[src/rtl/lc3_pkg.sv]
// rtl/lc3_pkg.sv - shared LC-3 datapath widths and write-arbiter state encoding
package lc3_pkg;

  localparam int DATA_W   = 16;
  localparam int ADDR_W   = 3;
  localparam int NUM_REGS = 2**ADDR_W;

  typedef enum logic [1:0] {
    RST,
    CLEAR,
    RUN
  } arb_state_t;

endpackage

[src/rtl/regfile_write_arbiter.sv]
// rtl/regfile_write_arbiter.sv - register-file write port arbiter: CPU writeback vs debug writes, with clear sequencing
module regfile_write_arbiter #(
  parameter int DATA_W     = lc3_pkg::DATA_W,
  parameter int ADDR_W     = lc3_pkg::ADDR_W,
  parameter int STARVE_MAX = 4
) (
  input  logic              i_CLK,
  input  logic              i_RST_N,
  input  logic              i_cpu_ld,
  input  logic [ADDR_W-1:0] i_cpu_dr,
  input  logic [DATA_W-1:0] i_bus,
  input  logic              i_dbg_req,
  input  logic [ADDR_W-1:0] i_dbg_addr,
  input  logic [DATA_W-1:0] i_dbg_data,
  input  logic              i_clr_req,
  output logic              o_ld_reg,
  output logic [ADDR_W-1:0] o_dr_addr,
  output logic [DATA_W-1:0] o_wr_data,
  output logic              o_dbg_ack,
  output logic              o_cpu_stall,
  output logic              o_busy
);

  localparam int NUM_REGS = 2**ADDR_W;
  localparam int SW       = $clog2(STARVE_MAX + 1);

  lc3_pkg::arb_state_t state, state_nxt;
  logic [ADDR_W-1:0]   clr_cnt, clr_cnt_nxt;
  logic [SW-1:0]       starve_cnt, starve_cnt_nxt;
  logic                dbg_grant;

  always_ff @(posedge i_CLK or negedge i_RST_N) begin
    if (!i_RST_N) begin
      state      <= lc3_pkg::RST;
      clr_cnt    <= '0;
      starve_cnt <= '0;
    end else begin
      state      <= state_nxt;
      clr_cnt    <= clr_cnt_nxt;
      starve_cnt <= starve_cnt_nxt;
    end
  end

  always_comb begin
    state_nxt      = state;
    clr_cnt_nxt    = clr_cnt;
    starve_cnt_nxt = '0;
    dbg_grant      = 1'b0;
    o_ld_reg       = 1'b0;
    o_dr_addr      = '0;
    o_wr_data      = '0;
    o_dbg_ack      = 1'b0;
    o_cpu_stall    = i_cpu_ld;
    o_busy         = 1'b1;

    case (state)
      lc3_pkg::RST: begin
        state_nxt   = lc3_pkg::CLEAR;
        clr_cnt_nxt = '0;
      end

      lc3_pkg::CLEAR: begin
        o_ld_reg    = 1'b1;
        o_dr_addr   = clr_cnt;
        // Counter wraps to zero naturally on the last register.
        clr_cnt_nxt = clr_cnt + 1'b1;
        if (clr_cnt == ADDR_W'(NUM_REGS - 1)) begin
          state_nxt = lc3_pkg::RUN;
        end
      end

      lc3_pkg::RUN: begin
        o_busy      = 1'b0;
        o_cpu_stall = 1'b0;
        dbg_grant   = i_dbg_req && (!i_cpu_ld || starve_cnt == SW'(STARVE_MAX));
        if (dbg_grant) begin
          o_ld_reg    = 1'b1;
          o_dr_addr   = i_dbg_addr;
          o_wr_data   = i_dbg_data;
          o_dbg_ack   = 1'b1;
          o_cpu_stall = i_cpu_ld;
        end else if (i_cpu_ld) begin
          o_ld_reg  = 1'b1;
          o_dr_addr = i_cpu_dr;
          o_wr_data = i_bus;
        end

        if (i_dbg_req && !dbg_grant) begin
          starve_cnt_nxt = (starve_cnt == SW'(STARVE_MAX)) ? starve_cnt : starve_cnt + 1'b1;
        end

        // This cycle's write still commits; clearing starts next cycle.
        if (i_clr_req) begin
          state_nxt   = lc3_pkg::CLEAR;
          clr_cnt_nxt = '0;
        end
      end

      default: begin
        state_nxt   = lc3_pkg::RST;
        clr_cnt_nxt = '0;
      end
    endcase
  end

endmodule

[config.mk]
export PLATFORM = sky130hd
export DESIGN_NAME = regfile_write_arbiter
export DESIGN_NICKNAME = d
export VERILOG_FILES = /design/src/rtl/lc3_pkg.sv /design/src/rtl/regfile_write_arbiter.sv
export SDC_FILE = /design/constraint.sdc
export NUM_CORES = 1
export LEC_CHECK = 0
export CELL_PAD_IN_SITES_DETAIL_PLACEMENT = 0
export CELL_PAD_IN_SITES_GLOBAL_PLACEMENT = 1
export CORE_MARGIN = 2
export CORE_UTILIZATION = 21
export DETAILED_ROUTE_END_ITERATION = 6
export GPL_ROUTABILITY_DRIVEN = 0
export MAX_ROUTING_LAYER = met4
export PLACE_DENSITY = 0.76
export SLEW_MARGIN = 20
export SYNTH_ARGS = -nofsm -noshare
export SYNTH_HDL_FRONTEND = slang
export SYNTH_SLANG_ARGS = --single-unit
export TNS_END_PERCENT = 100
[constraint.sdc]
create_clock -name i_CLK -period 2.04 [get_ports i_CLK]
set_clock_uncertainty 0.05 [all_clocks]
set_input_delay 0.204 -clock i_CLK [delete_from_list [all_inputs] [get_ports i_CLK]]
set_output_delay 0.204 -clock i_CLK [all_outputs]
set_load 0.05 [all_outputs]
After elaboration in Yosys (flattened, before gate mapping):

Cells that the tools add are included.

* multiplexer cells: 22
* reduce and logical (&&, ||, !) cells: 7
* add/sub/neg operators: 2
* eq/ne operators: 7

Operators with widths (number)
* two-way mux 16 bit: 3
* two-way mux 3 bit: 6
* one-hot mux 3 bit (2 select lines): 2
* two-way mux 1 bit: 7
* adder 3 x 1 -> 3 bit, second input constant: 2
* equality test 3 bit, second input constant: 2
* one-hot mux 2 bit (3 select lines): 1
* two-way mux 2 bit: 2
* != test 2 bit, second input constant: 2
* != test 3 bit, second input constant: 1
* equality test 2 x 1 -> 1 bit, second input constant: 1
* equality test 2 bit, second input constant: 1
* logical AND 1 bit: 2
* logical NOT 1 bit: 2
* logical NOT 2 bit: 1
* one-hot mux 1 bit (2 select lines): 1
* AND reduction 2 bit: 1
* logical OR 1 bit: 1

* logic and storage cells: 41
* output and inout bits: 23
* flip-flop bits (word level): 8
* bits of input ports: 43

Depth between registers and ports, before layout:

Gate-level depths: netlist of run 1.

* depth in word-level cells: 7
* gate-level depth with buffers: 7
* depth with buffers taken out: 5

Worst setup path after synthesis of run 1:

OpenSTA, ideal clock, no wires.

* path kind: register to output
* start: reg state[0]
* end: out o_dr_addr[0]
* arrival time: 1704 ps
* path buffers: 2
* stages on the path, launching flop included: 8
* data required time: 1786 ps
* path slack: 82 ps
* path through: dfrtp_1 inv_1 ha_1 buf_2 nand2_1 nor2_1 buf_6 a31o_1

* longest elaborated chain between the ends: 2
* elaborated cells on any way between the ends: 3
* those cells by class: 2 x eq/ne; 1 x mux

Ends and longest elaborated chain
* start: declaration: line regfile_write_arbiter.sv:27 `lc3_pkg::arb_state_t state, state_nxt;`
* start signal: assignment: line regfile_write_arbiter.sv:34 `state <= lc3_pkg::RST;`
* start signal: assignment: line regfile_write_arbiter.sv:38 `state <= state_nxt;`
* equality test 2 bit / equality test 2 x 1 -> 1 bit (equally long branches): line regfile_write_arbiter.sv:56 `case (state)`
* one-hot mux 3 bit (2 select lines) (*): line regfile_write_arbiter.sv:56
* end: declaration: line regfile_write_arbiter.sv:17 `output logic [ADDR_W-1:0] o_dr_addr,`

Mark *: on every way between the ends. The rest lies on a longest branch, timed or not.

Final worst setup path of run 1:

* start: reg starve_cnt[0]
* end: out o_wr_data[0]

* longest elaborated chain between the ends: 5

Ends and longest elaborated chain
* start: declaration: line regfile_write_arbiter.sv:29 `logic [SW-1:0] starve_cnt, starve_cnt_nxt;`
* start signal: assignment: line regfile_write_arbiter.sv:40 `starve_cnt <= starve_cnt_nxt;`
* equality test 3 bit: line regfile_write_arbiter.sv:75 `dbg_grant = i_dbg_req && (!i_cpu_ld || starve_cnt == SW'(STARVE_MAX));`
* logical OR 1 bit: line regfile_write_arbiter.sv:75
* logical AND 1 bit: line regfile_write_arbiter.sv:75
* two-way mux 16 bit: line regfile_write_arbiter.sv:76 `if (dbg_grant) begin`
* two-way mux 16 bit: line regfile_write_arbiter.sv:56
* end: declaration: line regfile_write_arbiter.sv:18 `output logic [DATA_W-1:0] o_wr_data,`

No other way between the ends.

==> results of run 1 <==
## synth_stat cells (2+ instances only)
cell	n	area (µm²)
a22o_1	16	140.1
a31o_1	3	26.28
buf_6	2	22.52
dfrtp_1	8	200.2
ha_1	9	112.6
inv_1	6	22.52
nand2_1	7	26.28
nand3_1	3	15.01
nand4_1	3	18.77
nor2_1	3	11.26
nor3b_1	3	22.52
o21a_1	2	15.01
o21ai_0	6	30.03
## path summary, 6_finish.rpt
check / slack, ns / endpoint
setup / recovery: 0.06 / o_wr_data[0]
setup reg to reg: 0.37 / state[1]$_DFFE_PN0P_
hold / removal: 0.20 / clr_cnt[0]$_DFFE_PN0P_
max in group asynchronous: 1.49 / state[1]$_DFFE_PN0P_
min in group i_CLK: 0.48 / clr_cnt[2]$_DFFE_PN0P_
hold reg to reg: 0.48 / clr_cnt[2]$_DFFE_PN0P_
## flip-flops by register name, indices dropped and copies added, names as in the netlist
name        flops
clr_cnt         3
starve_cnt      3
state           2
## cell type report
| type | count | share of cell area |
|---|---|---|
| Tap cell | 48 | 0.03050 |
| Multi-Input combinational cell | 67 | 0.3399 |
| Inverter | 6 | 0.01144 |
| Clock buffer | 3 | 0.02097 |
| Sequential cell | 8 | 0.1017 |
| Timing Repair Buffer | 72 | 0.4956 |
## stage by stage
stage	util	instance area, µm²	worst slack [ns]
after CTS	0.4948	1784	0.02224
after global placement	0.4764	1718	0.1391
after floorplan	-	780.7	0.08211
final	0.5461	1969	0.05580
after global routing	0.5461	1969	-0.02586
after detailed placement	0.4764	1718	0.07599
## worst reg2reg max path: stages (launching register included)
cell     delay (ns)
dfrtp_1        0.41
inv_1          0.16
ha_1           0.33
nor2b_1        0.25
nor2_2         0.06
mux2_1         0.30
## per-layer routing
metal	track usage	vias to the layer above	part of all wire
met5	-	-	0
met4	0.02394	0	0.0062
met3	0.02604	4	0.016
met2	0.2874	6	0.62
met1	0.1462	448	0.36
li1	-	465	-
## repair_timing
item                       4_1_cts  5_1_grt
resized for setup                2       23
gates cloned                     0        1
pin swaps                        1        2
setup buffers                    1        2
setup endpoints to repair       19       19
## cells by family after synthesis
logic type | count (synthesis) | synth area share
simple gates | 26 | 0.1907
fa+ha+maj | 9 | 0.1442
buf+inv | 11 | 0.07851
compound gates | 30 | 0.3029
flops | 8 | 0.2564
mux | 2 | 0.02724
## power groups by stage
stage          logic [mW]  clock network, mW  registers [mW]
3_3_place_gp         1.25                  0           0.230
3_5_place_dp         1.26                  0           0.236
6_report             1.43              0.187           0.229
2_1_floorplan       0.677                  0           0.225
4_1_cts              1.29              0.194           0.234
5_1_grt              1.50              0.204           0.234
==> out/metrics.csv, run 1 <==
stage;metric;value;unit
outcome;outcome;completed;
cts;insertion_delay;0.23;ns
floorplanning;start_util;0.2165;
floorplanning;die_x;64.98;µm
power;power_frac_seq;0.124;
grt;grt_first_pass_wirelength;4.491;mm
critical_path;cpMostUsedCell;buf_12;
synth;postSynthAreaPerCell;9.078;µm²
detailed_routing;drt_iter0_markers;19;
critical_path;cpPeakStageDelay;0.39;ns
grt;grt_pass1_vias;913;
cts;hold_buffers;0;
sta;rsz0062_at_grt;yes;
power;combPwrFrac;0.775;
final_layout;drive_gt1_frac;0.3590;
final_layout;nNetsFinal;210;
critical_path;cp-startpoint;starve_cnt[0]$_DFFE_PN0P_;
cts;h-tree-depth;1;
critical_path;cp.depth;7;
critical_path;cp-end-kind;primary output;
synth;async_flop_share;1.000;
power;power;1.844;mW
sta;holdWs;0.2005;ns
grt;grt_use_total;0.1441;
detailed_routing;drtAntennaViolNets;0;
detailed_routing;vias;923;
critical_path;cp-start-kind;flop;
critical_path;crit_type;flop to primary output;
sta;tns;0;ns
final_layout;n_antenna_cell;0;
floorplanning;row_count;22;
critical_path;critPathBufInv;3;
final_layout;ff_latch_area;200.2;µm²
final_layout;fin_cells;204;
synth;synth_edf_count;0;
job;drv_cap;0;
power;peakVddDrop;585.2;µV
final_layout;num-fill-cells;297;
grt;grt_max_degree;21;
critical_path;critical_path.slowest_cell;dfrtp_1;
sta;maxSlewHeadroom;0.7680;
sta;min_period;1.984;ns
place;numPortBuffers;65;
cts;clk_path_buf_depth;2;
critical_path;path_delay_family;flip-flops;
floorplanning;dieArea;0.004222;mm²
power;total_leakage_power;0.8330;nW
min_path;min_path_type;input pin to async pin;
synth;yosysWarnings;0;
detailed_routing;routed_wl;3.250;mm
place;dp_hpwl;2.576;mm
critical_path;worstPathRequired;1.79;ns
final_layout;multi_input_area;669.4;µm²
sta;finalCritPeriodShare;0.9726;
final_layout;final_cell_mix;42 x clkdlybuf4s50_1, 25 x buf_12, 12 x a22o_4, 8 x dfrtp_1, 7 x nand2_1;
power;p_int;1.029;mW
synth;syn_area;780.7;µm²
detailed_routing;drt-vias-per-instance;4.525;
sta;setup_viol;0;
power;p_per_area;936.5;mW/mm²
synth;syn_inst;86;
detailed_routing;drc_errors;0;
synth;dominantRegCellSynth;dfrtp_1;
synth;yosysSeqAreaShare;0.2564;
detailed_routing;drt_pass1_iterations;3;
power;p_switching;815.3;µW
sta;slew_violations;0;
synth;synth_cell_type_count;28;
final_layout;layout_commonest_cell;clkdlybuf4s50_1;
floorplanning;ios;66;
cts;cts_tree;done;
final_layout;area_delta_synth_final;152.2;%
grt;antenna_found_initial;0;
critical_path;reg2reg_depth;5;
sta;hold_violations;0;
floorplanning;core;0.003606;mm²
power;netSwitchingFraction;0.4420;
critical_path;path_cells;inv_1 > ha_2 > and3_4 > nor2_4 > buf_12 > a22o_4 > buf_12;
power;pwr-share-clk;0.101;
synth;synth.ff_latch_count;8;
critical_path;r2r-start;state[1]$_DFFE_PN0P_;
sta;worstMarginPinSlew;0.3469;ns
critical_path;crit_fanout;16;
critical_path;crit_arrival;1.73;ns
sta;max_freq;504.0;MHz
cts;clk_pin_slew;0.04;ns
place;placed_cells;197;
cts;cts_root_buf;clkbuf_8;
floorplanning;fp.dieH;64.98;µm
cts;cts.sink_count;8;
synth;syn_nets;138;
grt;grt_overflow;0;
cts;numCtsBuffers;3;
detailed_routing;wl_per_cell;15.93;µm
(Power assumes the default switching activity.)
==> inputs of run 2 (changes only) <==
TNS_END_PERCENT = not set   (was 100)
==> results of run 2 <==
The final DEF is identical to that of run 1; final timing and power are the same.
